$ cat src/rtl/ctrl_pipe_if.sv
// Handshake bundle between the ID-stage decoder/hazard unit and the control pipeline.
// The pipeline sits on the slave side; the driver of ID controls uses master.
interface ctrl_pipe_if;
    logic       valid_ID, RegWrite_ID, MemToReg_ID, MemWrite_ID;
    logic [4:0] rs1n_ID, rs2n_ID, rdn_ID;
    logic       load_stall, branch_taken_EX, mem_ready, cnt_clr;

    logic [4:0] registerNumber1_EX, registerNumber2_EX, rdn_EX, rdn_MEM, rdn_WB;
    logic       MemToReg_EX, RegWrite_MEM, MemToReg_MEM, RegWrite_WB, MemToReg_WB;
    logic       Stall_IF, Stall_ID, Flush_ID, freeze, retire;
    logic [15:0] bubble_cnt;

    modport slave (
        input  valid_ID, RegWrite_ID, MemToReg_ID, MemWrite_ID,
        input  rs1n_ID, rs2n_ID, rdn_ID,
        input  load_stall, branch_taken_EX, mem_ready, cnt_clr,
        output registerNumber1_EX, registerNumber2_EX, rdn_EX, rdn_MEM, rdn_WB,
        output MemToReg_EX, RegWrite_MEM, MemToReg_MEM, RegWrite_WB, MemToReg_WB,
        output Stall_IF, Stall_ID, Flush_ID, freeze, retire, bubble_cnt
    );

    modport master (
        output valid_ID, RegWrite_ID, MemToReg_ID, MemWrite_ID,
        output rs1n_ID, rs2n_ID, rdn_ID,
        output load_stall, branch_taken_EX, mem_ready, cnt_clr,
        input  registerNumber1_EX, registerNumber2_EX, rdn_EX, rdn_MEM, rdn_WB,
        input  MemToReg_EX, RegWrite_MEM, MemToReg_MEM, RegWrite_WB, MemToReg_WB,
        input  Stall_IF, Stall_ID, Flush_ID, freeze, retire, bubble_cnt
    );
endinterface

$ cat src/rtl/ctrl_pipe.sv
// ID/EX, EX/MEM, MEM/WB control registers with stall, flush, memory freeze,
// retire pulse and a saturating bubble counter.
module ctrl_pipe (
    input  logic        clk,
    input  logic        reset,
    ctrl_pipe_if.slave  bus
);
    typedef struct packed {
        logic       valid;
        logic [4:0] rs1n;
        logic [4:0] rs2n;
        logic [4:0] rdn;
        logic       RegWrite;
        logic       MemToReg;
        logic       MemWrite;
    } stage_t;

    stage_t      r_idex, r_exmem, r_memwb;
    stage_t      w_id;
    logic        r_retire;
    logic [15:0] r_bubble_cnt;
    logic        w_freeze, w_id_bubble, w_count;

    always_comb begin
        w_id          = '0;
        w_id.valid    = bus.valid_ID;
        w_id.rs1n     = bus.rs1n_ID;
        w_id.rs2n     = bus.rs2n_ID;
        w_id.rdn      = bus.rdn_ID;
        w_id.RegWrite = bus.RegWrite_ID;
        w_id.MemToReg = bus.MemToReg_ID;
        w_id.MemWrite = bus.MemWrite_ID;
    end

    // A memory op parked in MEM holds the back end until the data memory answers.
    assign w_freeze    = r_exmem.valid & (r_exmem.MemToReg | r_exmem.MemWrite) & ~bus.mem_ready;
    assign w_id_bubble = bus.load_stall | bus.branch_taken_EX;
    assign w_count     = w_freeze | bus.load_stall | bus.branch_taken_EX;

    always_ff @(posedge clk) begin
        if (reset) begin
            r_idex  <= '0;
            r_exmem <= '0;
            r_memwb <= '0;
        end else if (w_freeze) begin
            r_memwb <= '0;
        end else begin
            r_memwb <= r_exmem;
            r_exmem <= r_idex;
            r_idex  <= w_id_bubble ? '0 : w_id;
        end
    end

    always_ff @(posedge clk) begin
        if (reset) begin
            r_retire     <= 1'b0;
            r_bubble_cnt <= '0;
        end else begin
            r_retire <= r_memwb.valid;
            if (bus.cnt_clr)
                r_bubble_cnt <= '0;
            else if (w_count && r_bubble_cnt != 16'hFFFF)
                r_bubble_cnt <= r_bubble_cnt + 16'd1;
        end
    end

    assign bus.registerNumber1_EX = r_idex.rs1n;
    assign bus.registerNumber2_EX = r_idex.rs2n;
    assign bus.rdn_EX             = r_idex.rdn;
    assign bus.rdn_MEM            = r_exmem.rdn;
    assign bus.rdn_WB             = r_memwb.rdn;
    assign bus.MemToReg_EX        = r_idex.valid  & r_idex.MemToReg;
    assign bus.RegWrite_MEM       = r_exmem.valid & r_exmem.RegWrite;
    assign bus.MemToReg_MEM       = r_exmem.valid & r_exmem.MemToReg;
    assign bus.RegWrite_WB        = r_memwb.valid & r_memwb.RegWrite;
    assign bus.MemToReg_WB        = r_memwb.valid & r_memwb.MemToReg;
    assign bus.Stall_IF           = w_freeze | bus.load_stall;
    assign bus.Stall_ID           = w_freeze | bus.load_stall;
    assign bus.Flush_ID           = bus.branch_taken_EX & ~w_freeze;
    assign bus.freeze             = w_freeze;
    assign bus.retire             = r_retire;
    assign bus.bubble_cnt         = r_bubble_cnt;
endmodule
$ cat src/flat_wrapper.sv
// flat-port wrapper written by rule: the top's interface ports become plain ports
module ctrl_pipe_flat 
  (clk, reset, bus_valid_ID, bus_RegWrite_ID, bus_MemToReg_ID, bus_MemWrite_ID, bus_rs1n_ID, bus_rs2n_ID, bus_rdn_ID, bus_load_stall, bus_branch_taken_EX, bus_mem_ready, bus_cnt_clr, bus_registerNumber1_EX, bus_registerNumber2_EX, bus_rdn_EX, bus_rdn_MEM, bus_rdn_WB, bus_MemToReg_EX, bus_RegWrite_MEM, bus_MemToReg_MEM, bus_RegWrite_WB, bus_MemToReg_WB, bus_Stall_IF, bus_Stall_ID, bus_Flush_ID, bus_freeze, bus_retire, bus_bubble_cnt);
  ctrl_pipe_if bus_i ();
  input  logic clk;
  input  logic reset;
  input wire logic [$bits(bus_i.valid_ID)-1:0] bus_valid_ID;
  input wire logic [$bits(bus_i.RegWrite_ID)-1:0] bus_RegWrite_ID;
  input wire logic [$bits(bus_i.MemToReg_ID)-1:0] bus_MemToReg_ID;
  input wire logic [$bits(bus_i.MemWrite_ID)-1:0] bus_MemWrite_ID;
  input wire logic [$bits(bus_i.rs1n_ID)-1:0] bus_rs1n_ID;
  input wire logic [$bits(bus_i.rs2n_ID)-1:0] bus_rs2n_ID;
  input wire logic [$bits(bus_i.rdn_ID)-1:0] bus_rdn_ID;
  input wire logic [$bits(bus_i.load_stall)-1:0] bus_load_stall;
  input wire logic [$bits(bus_i.branch_taken_EX)-1:0] bus_branch_taken_EX;
  input wire logic [$bits(bus_i.mem_ready)-1:0] bus_mem_ready;
  input wire logic [$bits(bus_i.cnt_clr)-1:0] bus_cnt_clr;
  output wire logic [$bits(bus_i.registerNumber1_EX)-1:0] bus_registerNumber1_EX;
  output wire logic [$bits(bus_i.registerNumber2_EX)-1:0] bus_registerNumber2_EX;
  output wire logic [$bits(bus_i.rdn_EX)-1:0] bus_rdn_EX;
  output wire logic [$bits(bus_i.rdn_MEM)-1:0] bus_rdn_MEM;
  output wire logic [$bits(bus_i.rdn_WB)-1:0] bus_rdn_WB;
  output wire logic [$bits(bus_i.MemToReg_EX)-1:0] bus_MemToReg_EX;
  output wire logic [$bits(bus_i.RegWrite_MEM)-1:0] bus_RegWrite_MEM;
  output wire logic [$bits(bus_i.MemToReg_MEM)-1:0] bus_MemToReg_MEM;
  output wire logic [$bits(bus_i.RegWrite_WB)-1:0] bus_RegWrite_WB;
  output wire logic [$bits(bus_i.MemToReg_WB)-1:0] bus_MemToReg_WB;
  output wire logic [$bits(bus_i.Stall_IF)-1:0] bus_Stall_IF;
  output wire logic [$bits(bus_i.Stall_ID)-1:0] bus_Stall_ID;
  output wire logic [$bits(bus_i.Flush_ID)-1:0] bus_Flush_ID;
  output wire logic [$bits(bus_i.freeze)-1:0] bus_freeze;
  output wire logic [$bits(bus_i.retire)-1:0] bus_retire;
  output wire logic [$bits(bus_i.bubble_cnt)-1:0] bus_bubble_cnt;
  assign bus_i.valid_ID = bus_valid_ID;
  assign bus_i.RegWrite_ID = bus_RegWrite_ID;
  assign bus_i.MemToReg_ID = bus_MemToReg_ID;
  assign bus_i.MemWrite_ID = bus_MemWrite_ID;
  assign bus_i.rs1n_ID = bus_rs1n_ID;
  assign bus_i.rs2n_ID = bus_rs2n_ID;
  assign bus_i.rdn_ID = bus_rdn_ID;
  assign bus_i.load_stall = bus_load_stall;
  assign bus_i.branch_taken_EX = bus_branch_taken_EX;
  assign bus_i.mem_ready = bus_mem_ready;
  assign bus_i.cnt_clr = bus_cnt_clr;
  assign bus_registerNumber1_EX = bus_i.registerNumber1_EX;
  assign bus_registerNumber2_EX = bus_i.registerNumber2_EX;
  assign bus_rdn_EX = bus_i.rdn_EX;
  assign bus_rdn_MEM = bus_i.rdn_MEM;
  assign bus_rdn_WB = bus_i.rdn_WB;
  assign bus_MemToReg_EX = bus_i.MemToReg_EX;
  assign bus_RegWrite_MEM = bus_i.RegWrite_MEM;
  assign bus_MemToReg_MEM = bus_i.MemToReg_MEM;
  assign bus_RegWrite_WB = bus_i.RegWrite_WB;
  assign bus_MemToReg_WB = bus_i.MemToReg_WB;
  assign bus_Stall_IF = bus_i.Stall_IF;
  assign bus_Stall_ID = bus_i.Stall_ID;
  assign bus_Flush_ID = bus_i.Flush_ID;
  assign bus_freeze = bus_i.freeze;
  assign bus_retire = bus_i.retire;
  assign bus_bubble_cnt = bus_i.bubble_cnt;
  ctrl_pipe u_core (.clk(clk), .reset(reset), .bus(bus_i));
endmodule
$ cat config.mk
export PLATFORM = sky130hd
export DESIGN_NAME = ctrl_pipe_flat
export DESIGN_NICKNAME = d
export VERILOG_FILES = /design/src/rtl/ctrl_pipe_if.sv /design/src/rtl/ctrl_pipe.sv /design/src/flat_wrapper.sv
export SDC_FILE = /design/constraint.sdc
export NUM_CORES = 1
export LEC_CHECK = 0
export ABC_AREA = 1
export BUFFER_PORTS_ARGS = -buffer_cell sky130_fd_sc_hd__buf_2
export CORE_MARGIN = 3
export CORE_UTILIZATION = 50
export DETAILED_ROUTE_END_ITERATION = 8
export GPL_TIMING_DRIVEN = 0
export PLACE_DENSITY = 0.75
export SLEW_MARGIN = 20
export SYNTH_ARGS = -nofsm -noshare
export SYNTH_HDL_FRONTEND = slang
export SYNTH_SLANG_ARGS = --single-unit
$ cat constraint.sdc
create_clock -name clk -period 2 [get_ports clk]
set_input_delay 0.4 -clock clk [delete_from_list [all_inputs] [get_ports clk]]
set_output_delay 0.4 -clock clk [all_outputs]
set_load 0.01 [all_outputs]
==> impl_metrics.xml, run 1 <==
<?xml version="1.0" encoding="UTF-8"?>
<metrics>
  <group name="pwr">
    <metric name="sequentialPowerShare" unit="">0.586</metric>
    <metric name="intPower" unit="mW">1.42</metric>
    <metric name="p_switching" unit="mW">0.443</metric>
    <metric name="power_frac_clock" unit="">0.328</metric>
    <metric name="vdd_ir_drop_max" unit="V">0.000456</metric>
    <metric name="share_comb_of_total_power" unit="">0.086</metric>
    <metric name="p_leak" unit="nW">1.44</metric>
    <metric name="p_sw_frac" unit="">0.237</metric>
    <metric name="powerDensity" unit="mW/mm^2">628</metric>
  </group>
  <group name="final_layout">
    <metric name="insertedDiodeCount" unit="">0</metric>
    <metric name="synthToLayoutAreaGrowth" unit="%">22.3</metric>
    <metric name="seq_area" unit="sq mm">0.00106</metric>
    <metric name="fraction_of_the_core_area_covered_by_cells_at_the_end_of_the_flow" unit="">0.655</metric>
    <metric name="nets" unit="">440</metric>
    <metric name="combined_area_of_the_multi_input_logic_cells" unit="sq mm">0.00100</metric>
    <metric name="layout.filler_cells" unit="">417</metric>
    <metric name="drive_above_1_share" unit="">0.300</metric>
  </group>
  <group name="worst_setup_path">
    <metric name="worst-path-max-fanout" unit="">19</metric>
    <metric name="critical_path.startpoint_type" unit="">flop</metric>
    <metric name="reg2reg_slack" unit="ps">330</metric>
    <metric name="worst_setup_sp" unit="">u_core.r_exmem[18]$_SDFFE_PP0N_</metric>
    <metric name="end_kind" unit="">primary output</metric>
    <metric name="worst-endpoint-arrival" unit="ps">1430</metric>
    <metric name="r2r_start" unit="">u_core.bus.bubble_cnt[1]$_SDFFE_PP0P_</metric>
    <metric name="criticalPathCategory" unit="">flop to primary output</metric>
    <metric name="worst_ep_required_time" unit="ps">1600</metric>
  </group>
  <group name="floorplan">
    <metric name="fp.coreArea" unit="sq mm">0.00453</metric>
    <metric name="num_rows" unit="">24</metric>
    <metric name="dieArea" unit="sq mm">0.00573</metric>
    <metric name="initial_utilization" unit="">0.536</metric>
    <metric name="num_ports" unit="">76</metric>
    <metric name="die_height" unit="um">75.7</metric>
    <metric name="die_width" unit="um">75.7</metric>
  </group>
  <group name="timing">
    <metric name="final_hold_viol_count" unit="">0</metric>
    <metric name="setup_total_negative_slack" unit="ps">0</metric>
    <metric name="final.period_utilization" unit="">0.914</metric>
    <metric name="max_clock_freq" unit="MHz">547</metric>
    <metric name="fin_worst_skew" unit="ps">4.88</metric>
    <metric name="timing.slew.headroom" unit="">0.559</metric>
    <metric name="setup_violating_endpoint_count_in_the_final_report" unit="">0</metric>
    <metric name="min_period" unit="ps">1830</metric>
    <metric name="worst_slew_pin_slew" unit="ps">659</metric>
    <metric name="grt_setup_unrepaired" unit="">false</metric>
    <metric name="timing_max_transition_violations_final" unit="">0</metric>
  </group>
  <group name="cts">
    <metric name="num_cts_buffers" unit="">5</metric>
    <metric name="clock_path_buffers" unit="">2</metric>
    <metric name="post_cts_resize_count" unit="">0</metric>
    <metric name="clk_pin_slew" unit="ps">90</metric>
    <metric name="clock-root-buffer" unit="">sky130_fd_sc_hd__clkbuf_8</metric>
    <metric name="tritoncts_num_sinks" unit="">53</metric>
    <metric name="quantity_of_hold_fixing_buffers_added_after_cts" unit="">0</metric>
    <metric name="htree_levels" unit="">2</metric>
    <metric name="clock_tree_from_tritoncts" unit="">yes</metric>
    <metric name="clkLatencyLatePin" unit="ps">300</metric>
  </group>
  <group name="placed_design">
    <metric name="dp_hpwl" unit="mm">4.08</metric>
    <metric name="routabilityCongestion" unit="">0.849</metric>
    <metric name="buffers_on_ports" unit="">75</metric>
  </group>
  <group name="global_route">
    <metric name="largest_net_degree_at_the_start_of_global_routing" unit="">20</metric>
    <metric name="grt_pass1_wl" unit="mm">8.57</metric>
    <metric name="antenna_found_initial" unit="">0</metric>
    <metric name="grt_remaining_overflow" unit="">0</metric>
    <metric name="grt_usage" unit="">0.195</metric>
    <metric name="first_global_vias" unit="">1979</metric>
  </group>
  <group name="detailed_routing">
    <metric name="routed_wirelength" unit="mm">5.35</metric>
    <metric name="drt_iter0_markers" unit="">116</metric>
    <metric name="vias" unit="">2215</metric>
    <metric name="ant_nets" unit="">0</metric>
    <metric name="via_per_inst" unit="">4.62</metric>
    <metric name="detail_route.first_pass.iterations" unit="">4</metric>
    <metric name="drc" unit="">0</metric>
    <metric name="wl_per_cell" unit="um">11.2</metric>
  </group>
  <group name="synthesis">
    <metric name="synthMostInstantiatedCell" unit="">sky130_fd_sc_hd__nand2_1</metric>
    <metric name="leading_register_cell_type_out_of_synthesis" unit="">sky130_fd_sc_hd__dfxtp_1</metric>
    <metric name="synth_seq_area_share" unit="">0.437</metric>
    <metric name="async_sr_flop_fraction" unit="">0</metric>
    <metric name="syn_inst" unit="">333</metric>
    <metric name="avgSynthCellArea" unit="sq um">7.29</metric>
    <metric name="synthDistinctLibCells" unit="">27</metric>
    <metric name="synth_top_cells_by_count" unit="">sky130_fd_sc_hd__nand2_1 (87), sky130_fd_sc_hd__dfxtp_1 (53), sky130_fd_sc_hd__nor2_1 (53)</metric>
    <metric name="synthDominantAreaCellType" unit="">sky130_fd_sc_hd__dfxtp_1</metric>
    <metric name="synth.top_cells.by_area" unit="">sky130_fd_sc_hd__dfxtp_1 (44%), sky130_fd_sc_hd__nand2_1 (13%), sky130_fd_sc_hd__buf_4 (9.0%)</metric>
    <metric name="synthesized_netlist_net_count" unit="">359</metric>
    <metric name="synth_edf_count" unit="">0</metric>
    <metric name="synth_largest_type_area_fraction" unit="">0.437</metric>
    <metric name="ys_warn_count" unit="">0</metric>
    <metric name="ys_seq_elements" unit="">53</metric>
    <metric name="syn-cell-area" unit="sq mm">0.00243</metric>
  </group>
  <group name="min_path">
    <metric name="min-delay-start" unit="">bus_rs1n_ID[3]</metric>
    <metric name="min-delay-path-class" unit="">primary input to flop</metric>
  </group>
  <group name="outcome">
    <metric name="status" unit="">completed</metric>
  </group>
  <group name="run">
    <metric name="drv_cap" unit="">0</metric>
  </group>
</metrics>
-- worst max-delay path, stage by stage (launching register included) --
cell                      delay (ps)
sky130_fd_sc_hd__dfxtp_1         370
sky130_fd_sc_hd__inv_1            70
sky130_fd_sc_hd__nor2_2           90
sky130_fd_sc_hd__nand2_2         100
sky130_fd_sc_hd__inv_2           260
sky130_fd_sc_hd__nor2_1           70
sky130_fd_sc_hd__buf_2           140
-- sequential cells by signal, indices dropped and copies added (netlist names), 3 cells and up --
signal / count
u_core.r_exmem: 4
u_core.bus.rdn_MEM: 5
u_core.r_memwb: 3
u_core.bus.bubble_cnt: 16
u_core.bus.registerNumber2_EX: 5
u_core.bus.rdn_WB: 5
u_core.r_idex: 4
u_core.bus.registerNumber1_EX: 5
u_core.bus.rdn_EX: 5
-- metrics by stage --
stage          instance area [sq um]  hold slack [ps]  std cells  setup WS (ps)  power, mW
6_report                        2970              334        479            172       1.87
5_1_grt                         2970              331        479           51.6       1.94
4_1_cts                         2970              326        479            162       1.89
3_5_place_dp                    2890              439        473            232       1.28
3_3_place_gp                    2890              430        473            229       1.28
2_1_floorplan                   2430              416        333            490       1.21
-- path summary, 6_finish.rpt --
kind / endpoint / cells after the start
worst max register to register: u_core.bus.bubble_cnt[3]$_SDFFE_PP0P_ / 8
worst min register to register: u_core.bus.retire$_SDFF_PP0_ / 2
worst min-delay path: u_core.bus.registerNumber1_EX[3]$_SDFFE_PP0N_ / 3
worst max-delay path: bus_Flush_ID / 6
-- cell usage in the layout, fill, tap and decap left out, types with 4 or more instances in the layout --
master and n:
sky130_fd_sc_hd__a211oi_1 7, sky130_fd_sc_hd__a21oi_1 27, sky130_fd_sc_hd__buf_2 76, sky130_fd_sc_hd__buf_4 29, sky130_fd_sc_hd__clkbuf_1 4, sky130_fd_sc_hd__clkbuf_8 6, sky130_fd_sc_hd__dfxtp_1 53, sky130_fd_sc_hd__inv_1 28
sky130_fd_sc_hd__nand2_1 87, sky130_fd_sc_hd__nand3_1 7, sky130_fd_sc_hd__nor2_1 53, sky130_fd_sc_hd__o21ai_0 8, sky130_fd_sc_hd__xnor2_1 5, sky130_fd_sc_hd__xor2_1 4
-- layout make-up --
cell class | instances | area share
sequential | 53 | 0.357
buffer | 36 | 0.0851
clock inverter | 1 | 0.00253
timing repair buffer | 75 | 0.126
tap | 65 | 0.0274
clock buffer | 6 | 0.0278
multi-input combinational | 214 | 0.337
inverter | 29 | 0.0366
-- metal layers --
| metal | part of all wire | vias up | wire (um) | global-route usage |
|---|---|---|---|---|
| li1 | - | 1167 | - | - |
| met1 | 0.48 | 972 | 2560 | 0.251 |
| met3 | 0.056 | 5 | 302 | 0.0290 |
| met5 | 0 | - | 0 | 0 |
| met2 | 0.45 | 71 | 2420 | 0.334 |
| met4 | 0.012 | 0 | 64 | 0.0699 |
-- power by group through the flow --
stage                     registers, mW  clock network [mW]  logic [mW]
after floorplan                    1.12                   0      0.0942
after global placement             1.12                   0       0.159
after detailed placement           1.12                   0       0.161
after CTS                          1.09               0.638       0.162
after global routing               1.10               0.663       0.181
final                              1.09               0.612       0.160
-- logic make-up after synthesis --
family / Yosys count / synth area share
AOI/OAI and AO/OA: 44 / 0.103
buffers and inverters: 66 / 0.151
xor gates and xnor gates: 9 / 0.0325
DFF: 53 / 0.437
and+or+nand+nor: 160 / 0.272
adders and majority gates: 1 / 0.00515
-- what timing repair did --
action	in CTS	in global routing
endpoints found under the setup margin	1	0
hold endpoints to repair	0	0
buffers inserted	0	0
Note: power is estimated with default switching activity, not from simulation.
==> run 2: changes to the inputs <==
CORE_UTILIZATION = 46   (was 50)
PLACE_DENSITY = 0.73   (was 0.75)
clock period = 1.57 ns   (was 2 ns; I/O delays follow)
==> run 2 against run 1 <==
  * Clock power increased by 28%
  * Non-clock buffer count increased by 10
  * Combinational power increased by 37%
  * Critical endpoint unchanged
  * Largest cell class unchanged
==> impl_metrics.xml, run 2 (synthesized netlist as in run 1, its figures left out) <==
<?xml version="1.0" encoding="UTF-8"?>
<metrics>
  <group name="global_route">
    <metric name="grt_remaining_overflow" unit="">0</metric>
    <metric name="grt_pass1_wl" unit="mm">9.31</metric>
    <metric name="antenna_found_initial" unit="">0</metric>
    <metric name="grt_usage" unit="">0.188</metric>
    <metric name="largest_net_degree_at_the_start_of_global_routing" unit="">18</metric>
    <metric name="first_global_vias" unit="">2054</metric>
  </group>
  <group name="placed_design">
    <metric name="dp_hpwl" unit="mm">4.10</metric>
    <metric name="routabilityCongestion" unit="">0.802</metric>
    <metric name="buffers_on_ports" unit="">75</metric>
  </group>
  <group name="worst_setup_path">
    <metric name="worst-endpoint-arrival" unit="ps">1250</metric>
    <metric name="end_kind" unit="">primary output</metric>
    <metric name="worst_ep_required_time" unit="ps">1260</metric>
    <metric name="timing.critical_path.to" unit="">bus_Flush_ID</metric>
    <metric name="criticalPathCategory" unit="">flop to primary output</metric>
    <metric name="reg2reg_to" unit="">u_core.r_exmem[0]$_SDFFE_PP0N_</metric>
    <metric name="worst-path-max-fanout" unit="">4</metric>
    <metric name="reg2reg_slack" unit="ps">100</metric>
    <metric name="timing.reg2reg.worst_path_depth" unit="">9</metric>
    <metric name="worst_setup_sp" unit="">u_core.r_exmem[18]$_SDFFE_PP0N_</metric>
    <metric name="r2r_start" unit="">u_core.r_exmem[18]$_SDFFE_PP0N_</metric>
    <metric name="critical_path.startpoint_type" unit="">flop</metric>
  </group>
  <group name="final_layout">
    <metric name="synthToLayoutAreaGrowth" unit="%">28.8</metric>
    <metric name="final_cell_mix" unit="">sky130_fd_sc_hd__nand2_1 (85), sky130_fd_sc_hd__buf_2 (75), sky130_fd_sc_hd__nor2_1 (51)</metric>
    <metric name="drive_above_1_share" unit="">0.362</metric>
    <metric name="final_common_cell" unit="">sky130_fd_sc_hd__nand2_1</metric>
    <metric name="insertedDiodeCount" unit="">0</metric>
    <metric name="largest_register_ff_count" unit="">16</metric>
    <metric name="nets" unit="">450</metric>
  </group>
  <group name="pwr">
    <metric name="powerDensity" unit="mW/mm^2">766</metric>
    <metric name="report.power.total" unit="mW">2.40</metric>
    <metric name="vdd_ir_drop_max" unit="V">0.000498</metric>
    <metric name="p_leak" unit="nW">1.51</metric>
  </group>
  <group name="timing">
    <metric name="final_hold_viol_count" unit="">0</metric>
    <metric name="timing_max_transition_violations_final" unit="">0</metric>
    <metric name="min_period" unit="ps">1560</metric>
    <metric name="final.period_utilization" unit="">0.996</metric>
    <metric name="fin_worst_skew" unit="ps">9.43</metric>
    <metric name="fin_hold_ws" unit="ps">234</metric>
    <metric name="timing.slew.headroom" unit="">0.550</metric>
    <metric name="grt_setup_unrepaired" unit="">true</metric>
    <metric name="worst_slew_pin_slew" unit="ps">672</metric>
    <metric name="max_clock_freq" unit="MHz">640</metric>
    <metric name="setup_violating_endpoint_count_in_the_final_report" unit="">0</metric>
  </group>
  <group name="min_path">
    <metric name="min-delay-path-class" unit="">primary input to flop</metric>
  </group>
  <group name="cts">
    <metric name="clkLatencyLatePin" unit="ps">310</metric>
    <metric name="clk_pin_slew" unit="ps">100</metric>
    <metric name="clock_tree_from_tritoncts" unit="">yes</metric>
    <metric name="tritoncts_num_sinks" unit="">53</metric>
    <metric name="clock_path_buffers" unit="">2</metric>
    <metric name="htree_levels" unit="">2</metric>
    <metric name="quantity_of_hold_fixing_buffers_added_after_cts" unit="">0</metric>
    <metric name="clock-root-buffer" unit="">sky130_fd_sc_hd__clkbuf_8</metric>
    <metric name="num_cts_buffers" unit="">5</metric>
  </group>
  <group name="detailed_routing">
    <metric name="vias" unit="">2260</metric>
    <metric name="ant_nets" unit="">0</metric>
    <metric name="drc" unit="">0</metric>
    <metric name="via_per_inst" unit="">4.59</metric>
    <metric name="drt_iter0_markers" unit="">125</metric>
    <metric name="detail_route.first_pass.iterations" unit="">4</metric>
    <metric name="routed_wirelength" unit="mm">5.69</metric>
    <metric name="wl_per_cell" unit="um">11.6</metric>
  </group>
  <group name="floorplan">
    <metric name="die_width" unit="um">78.7</metric>
    <metric name="num_rows" unit="">25</metric>
    <metric name="initial_utilization" unit="">0.495</metric>
    <metric name="dieArea" unit="sq mm">0.00619</metric>
    <metric name="fp.coreArea" unit="sq mm">0.00491</metric>
    <metric name="die_height" unit="um">78.7</metric>
    <metric name="num_ports" unit="">76</metric>
  </group>
  <group name="outcome">
    <metric name="status" unit="">completed</metric>
  </group>
  <group name="run">
    <metric name="drv_cap" unit="">0</metric>
  </group>
</metrics>
## run 2: cell types whose count changed in the layout (fill, tap and decap cells not counted), moves of 3 or more
cell / before / now
sky130_fd_sc_hd__dfxtp_1: 53 / 44
sky130_fd_sc_hd__buf_4: 29 / 36
sky130_fd_sc_hd__dfxtp_2: 0 / 7
sky130_fd_sc_hd__buf_6: 1 / 5
sky130_fd_sc_hd__inv_1: 28 / 24
sky130_fd_sc_hd__inv_2: 1 / 4
sky130_fd_sc_hd__nor2_4: 2 / 5
## run 2: metal layers
| metal | GRT usage | share of wire | wire length [um] |
|---|---|---|---|
| met3 | 0.0470 | 0.082 | 469 |
| met1 | 0.240 | 0.44 | 2480 |
| met2 | 0.309 | 0.47 | 2670 |
| met5 | 0 | 0 | 0 |
| met4 | 0.0664 | 0.012 | 69 |
## run 2: through the flow
step | instances | setup slack [ps] | instance area, sq um | TNS [ps] | utilization
finish | 492 | 7.05 | 3130 | 0 | 0.637
floorplan | 333 | 59.5 | 2430 | 0 | -
CTS | 490 | -13.1 | 3050 | -13.1 | 0.620
detailed placement | 475 | -43.5 | 2890 | -199 | 0.588
global route | 492 | -69.2 | 3130 | -134 | 0.637
global placement | 475 | -28.2 | 2890 | -143 | 0.588
## run 2: worst min-delay path by stage
| stage | end | start | depth (start not counted) | slack (ps) |
|---|---|---|---|---|
| 2_1_floorplan | u_core.bus.retire$_SDFF_PP0_ | u_core.r_memwb[18]$_SDFF_PP0_ | 2 | 420 |
| 3_3_place_gp | u_core.bus.retire$_SDFF_PP0_ | u_core.r_memwb[18]$_SDFF_PP0_ | 2 | 430 |
| 3_5_place_dp | u_core.bus.retire$_SDFF_PP0_ | u_core.r_memwb[18]$_SDFF_PP0_ | 2 | 430 |
| 4_1_cts | u_core.bus.rdn_EX[0]$_SDFFE_PP0N_ | bus_rdn_ID[0] | 3 | 230 |
| 5_1_grt | u_core.bus.rdn_EX[0]$_SDFFE_PP0N_ | bus_rdn_ID[0] | 3 | 230 |
| 6_report | u_core.bus.rdn_EX[0]$_SDFFE_PP0N_ | bus_rdn_ID[0] | 3 | 230 |
## run 2: worst max-delay path, stage by stage (launching register included)
cell	delay [ps]
sky130_fd_sc_hd__dfxtp_2	350
sky130_fd_sc_hd__inv_2	50
sky130_fd_sc_hd__nor2_4	120
sky130_fd_sc_hd__nand2_4	90
sky130_fd_sc_hd__inv_4	70
sky130_fd_sc_hd__buf_6	100
sky130_fd_sc_hd__nor2_1	30
sky130_fd_sc_hd__buf_2	130
## run 2: layout make-up
type | count | area (sq um)
clock buffers | 5 | 68.8
repair buffers | 84 | 449
clock inverters | 3 | 21.3
plain buffers | 37 | 273
multi-input cells | 214 | 1040
fillers | 439 | 1780
well taps | 67 | 83.8
inverters | 29 | 111
flip-flops and latches | 53 | 1080
## run 2: repair_timing
| action | in CTS | in global routing |
|---|---|---|
| endpoints found under the setup margin | 15 | 29 |
| buffers inserted | 7 | 2 |
| resized for setup | 9 | 23 |
| gates cloned | 0 | 0 |
| pin swaps | 3 | 3 |
## run 2: report_power, final
group          switching (mW)  total, mW  internal (mW)
Sequential             0.0235       1.39           1.37
Combinational           0.117      0.219          0.102
Clock                   0.464      0.782          0.317
Total                   0.605       2.40           1.79
==> run 3: changes to the inputs <==
clock period = 1.31 ns   (was 1.57 ns; I/O delays follow)
==> run 3 against run 2 <==
  * The flow now finishes with violations (negative setup slack)
  * Combinational power increased by 47%
  * Critical endpoint unchanged
  * Count of clock-buffer cells in the layout unchanged
  * First-iteration DRC count decreased by 3.2%
  * Sequential power increased by 20%
  * Wire length increased by 16%
  * Total power increased by 23%
  * Critical path type unchanged
  * Clock skew decreased by 1.3 ps
==> impl_metrics.xml, run 3 (synthesized netlist as in run 1, its figures left out) <==
<?xml version="1.0" encoding="UTF-8"?>
<metrics>
  <group name="outcome">
    <metric name="status" unit="">finished with violations</metric>
    <metric name="failed_checks" unit="">negative setup slack</metric>
  </group>
  <group name="placed_design">
    <metric name="buffers_on_ports" unit="">75</metric>
    <metric name="routabilityCongestion" unit="">0.887</metric>
    <metric name="dp_hpwl" unit="mm">4.07</metric>
    <metric name="dp_cells" unit="">475</metric>
  </group>
  <group name="global_route">
    <metric name="antenna_found_initial" unit="">0</metric>
    <metric name="grt_usage" unit="">0.201</metric>
    <metric name="largest_net_degree_at_the_start_of_global_routing" unit="">19</metric>
    <metric name="grt_pass1_wl" unit="mm">9.83</metric>
    <metric name="first_global_vias" unit="">2203</metric>
    <metric name="grt_remaining_overflow" unit="">0</metric>
  </group>
  <group name="timing">
    <metric name="max_clock_freq" unit="MHz">659</metric>
    <metric name="final_hold_viol_count" unit="">0</metric>
    <metric name="timing.final.ws_setup" unit="ps">-207</metric>
    <metric name="min_period" unit="ps">1520</metric>
    <metric name="worst_slew_pin_slew" unit="ps">537</metric>
    <metric name="fin_worst_skew" unit="ps">8.08</metric>
    <metric name="setup_total_negative_slack" unit="ps">-4100</metric>
    <metric name="timing.slew.headroom" unit="">0.641</metric>
    <metric name="final.period_utilization" unit="">1.16</metric>
    <metric name="grt_setup_unrepaired" unit="">true</metric>
    <metric name="timing_max_transition_violations_final" unit="">0</metric>
    <metric name="setup_violating_endpoint_count_in_the_final_report" unit="">39</metric>
  </group>
  <group name="pwr">
    <metric name="p_leak" unit="nW">1.68</metric>
    <metric name="vdd_ir_drop_max" unit="V">0.000614</metric>
    <metric name="report.power.total" unit="mW">2.95</metric>
    <metric name="powerDensity" unit="mW/mm^2">841</metric>
  </group>
  <group name="cts">
    <metric name="clkLatencyLatePin" unit="ps">300</metric>
    <metric name="tritoncts_num_sinks" unit="">53</metric>
    <metric name="clock_tree_from_tritoncts" unit="">yes</metric>
    <metric name="quantity_of_hold_fixing_buffers_added_after_cts" unit="">0</metric>
    <metric name="clk_pin_slew" unit="ps">100</metric>
    <metric name="clock_path_buffers" unit="">2</metric>
    <metric name="clock-root-buffer" unit="">sky130_fd_sc_hd__clkbuf_8</metric>
    <metric name="htree_levels" unit="">2</metric>
    <metric name="num_cts_buffers" unit="">5</metric>
  </group>
  <group name="run">
    <metric name="drv_cap" unit="">0</metric>
  </group>
  <group name="detailed_routing">
    <metric name="vias" unit="">2462</metric>
    <metric name="drt_iter0_markers" unit="">121</metric>
    <metric name="via_per_inst" unit="">4.87</metric>
    <metric name="wl_per_cell" unit="um">13.1</metric>
    <metric name="ant_nets" unit="">0</metric>
    <metric name="detail_route.first_pass.iterations" unit="">4</metric>
    <metric name="routed_wirelength" unit="mm">6.61</metric>
    <metric name="drc" unit="">0</metric>
  </group>
  <group name="final_layout">
    <metric name="drive_above_1_share" unit="">0.510</metric>
    <metric name="final_cell_count_no_fill" unit="">506</metric>
    <metric name="largest_register_ff_count" unit="">16</metric>
    <metric name="synthToLayoutAreaGrowth" unit="%">44.3</metric>
    <metric name="final_cell_mix" unit="">sky130_fd_sc_hd__buf_2 (74), sky130_fd_sc_hd__nand2_1 (65), sky130_fd_sc_hd__buf_4 (42)</metric>
    <metric name="insertedDiodeCount" unit="">0</metric>
    <metric name="nets" unit="">464</metric>
    <metric name="final_common_cell" unit="">sky130_fd_sc_hd__buf_2</metric>
  </group>
  <group name="worst_setup_path">
    <metric name="worst-endpoint-arrival" unit="ps">1250</metric>
    <metric name="critical_path.startpoint_type" unit="">flop</metric>
    <metric name="chain_of_cells_forming_the_critical_path" unit="">inv_2, nor2_4, nand2_4, inv_4, buf_8, nor2_2, buf_2</metric>
    <metric name="criticalPathCategory" unit="">flop to primary output</metric>
    <metric name="reg2reg_slack" unit="ps">-180</metric>
    <metric name="worst-path-max-fanout" unit="">4</metric>
    <metric name="worst_setup_sp" unit="">u_core.r_exmem[18]$_SDFFE_PP0N_</metric>
    <metric name="end_kind" unit="">primary output</metric>
    <metric name="timing.critical_path.slowest_stage_cell" unit="">sky130_fd_sc_hd__dfxtp_2</metric>
    <metric name="worst_ep_required_time" unit="ps">1050</metric>
    <metric name="timing.critical_path.slowest_cell_delay" unit="ps">360</metric>
    <metric name="r2r_start" unit="">u_core.bus.bubble_cnt[0]$_SDFFE_PP0P_</metric>
    <metric name="timing.critical_path.to" unit="">bus_Flush_ID</metric>
    <metric name="timing.reg2reg.worst_path_depth" unit="">8</metric>
    <metric name="reg2reg_to" unit="">u_core.bus.bubble_cnt[7]$_SDFFE_PP0P_</metric>
  </group>
  <group name="floorplan">
    <metric name="die_width" unit="um">78.7</metric>
    <metric name="die_height" unit="um">78.7</metric>
    <metric name="initial_utilization" unit="">0.495</metric>
    <metric name="num_rows" unit="">25</metric>
    <metric name="dieArea" unit="sq mm">0.00619</metric>
    <metric name="num_ports" unit="">76</metric>
    <metric name="fp.coreArea" unit="sq mm">0.00491</metric>
  </group>
  <group name="min_path">
    <metric name="min-delay-path-class" unit="">primary input to flop</metric>
    <metric name="timing.hold.worst_path_depth" unit="">3</metric>
  </group>
</metrics>
-- run 3: how the worst min path moves through the flow --
| stage | startpoint | endpoint | slack (ps) |
|---|---|---|---|
| global route | bus_rs1n_ID[3] | u_core.bus.registerNumber1_EX[3]$_SDFFE_PP0N_ | 190 |
| detailed placement | u_core.r_memwb[18]$_SDFF_PP0_ | u_core.bus.retire$_SDFF_PP0_ | 440 |
| floorplan | bus_rdn_ID[1] | u_core.bus.rdn_EX[1]$_SDFFE_PP0N_ | 400 |
| global placement | u_core.r_memwb[18]$_SDFF_PP0_ | u_core.bus.retire$_SDFF_PP0_ | 440 |
| finish | bus_rs1n_ID[2] | u_core.bus.registerNumber1_EX[2]$_SDFFE_PP0N_ | 200 |
| CTS | bus_rdn_ID[1] | u_core.bus.rdn_EX[1]$_SDFFE_PP0N_ | 180 |
-- run 3: area by class of cell --
cell class / count / area [sq um]
plain buffers: 36 / 287
clock buffers: 5 / 68.8
clock inverters: 3 / 25.0
fillers: 396 / 1410
inverters: 29 / 111
multi-input cells: 214 / 1230
flip-flops and latches: 53 / 1090
well taps: 67 / 83.8
repair buffers: 99 / 612
-- run 3: worst max-delay path, delay by kind of cell (launching register included) --
kind / cells / cell delay (ps)
buf+inv: 4 / 370
flops: 1 / 360
simple gates: 3 / 230
-- run 3: timing repair --
item	4_1_cts	5_1_grt
resized for setup	61	50
endpoints found under the setup margin	48	50
cloned	2	1
pin swaps	24	20
setup buffers	16	7
-- run 3: where the power goes --
group,switching [mW],total (mW),internal (mW),leakage (nW)
clock,0.567,0.958,0.391,0.0452
combinational,0.173,0.322,0.149,1.20
sequential,0.0277,1.67,1.64,0.439
-- run 3: per-stage QoR --
step	setup slack (ps)	hold slack, ps	area [sq um]	utilization
final	-207	198	3500	0.714
after global routing	-257	186	3500	0.714
after CTS	-165	183	3270	0.666
after detailed placement	-204	443	2910	0.593
after global placement	-193	441	2910	0.593
after floorplan	-20.7	405	2450	-
-- run 3: metal layers --
layer | global-route usage | vias to the layer above | routed length, um
met3 | 0.0539 | 14 | 450
met2 | 0.314 | 96 | 3190
met5 | 0 | - | 0
li1 | - | 1219 | -
met1 | 0.262 | 1133 | 2840
met4 | 0.0787 | 0 | 128
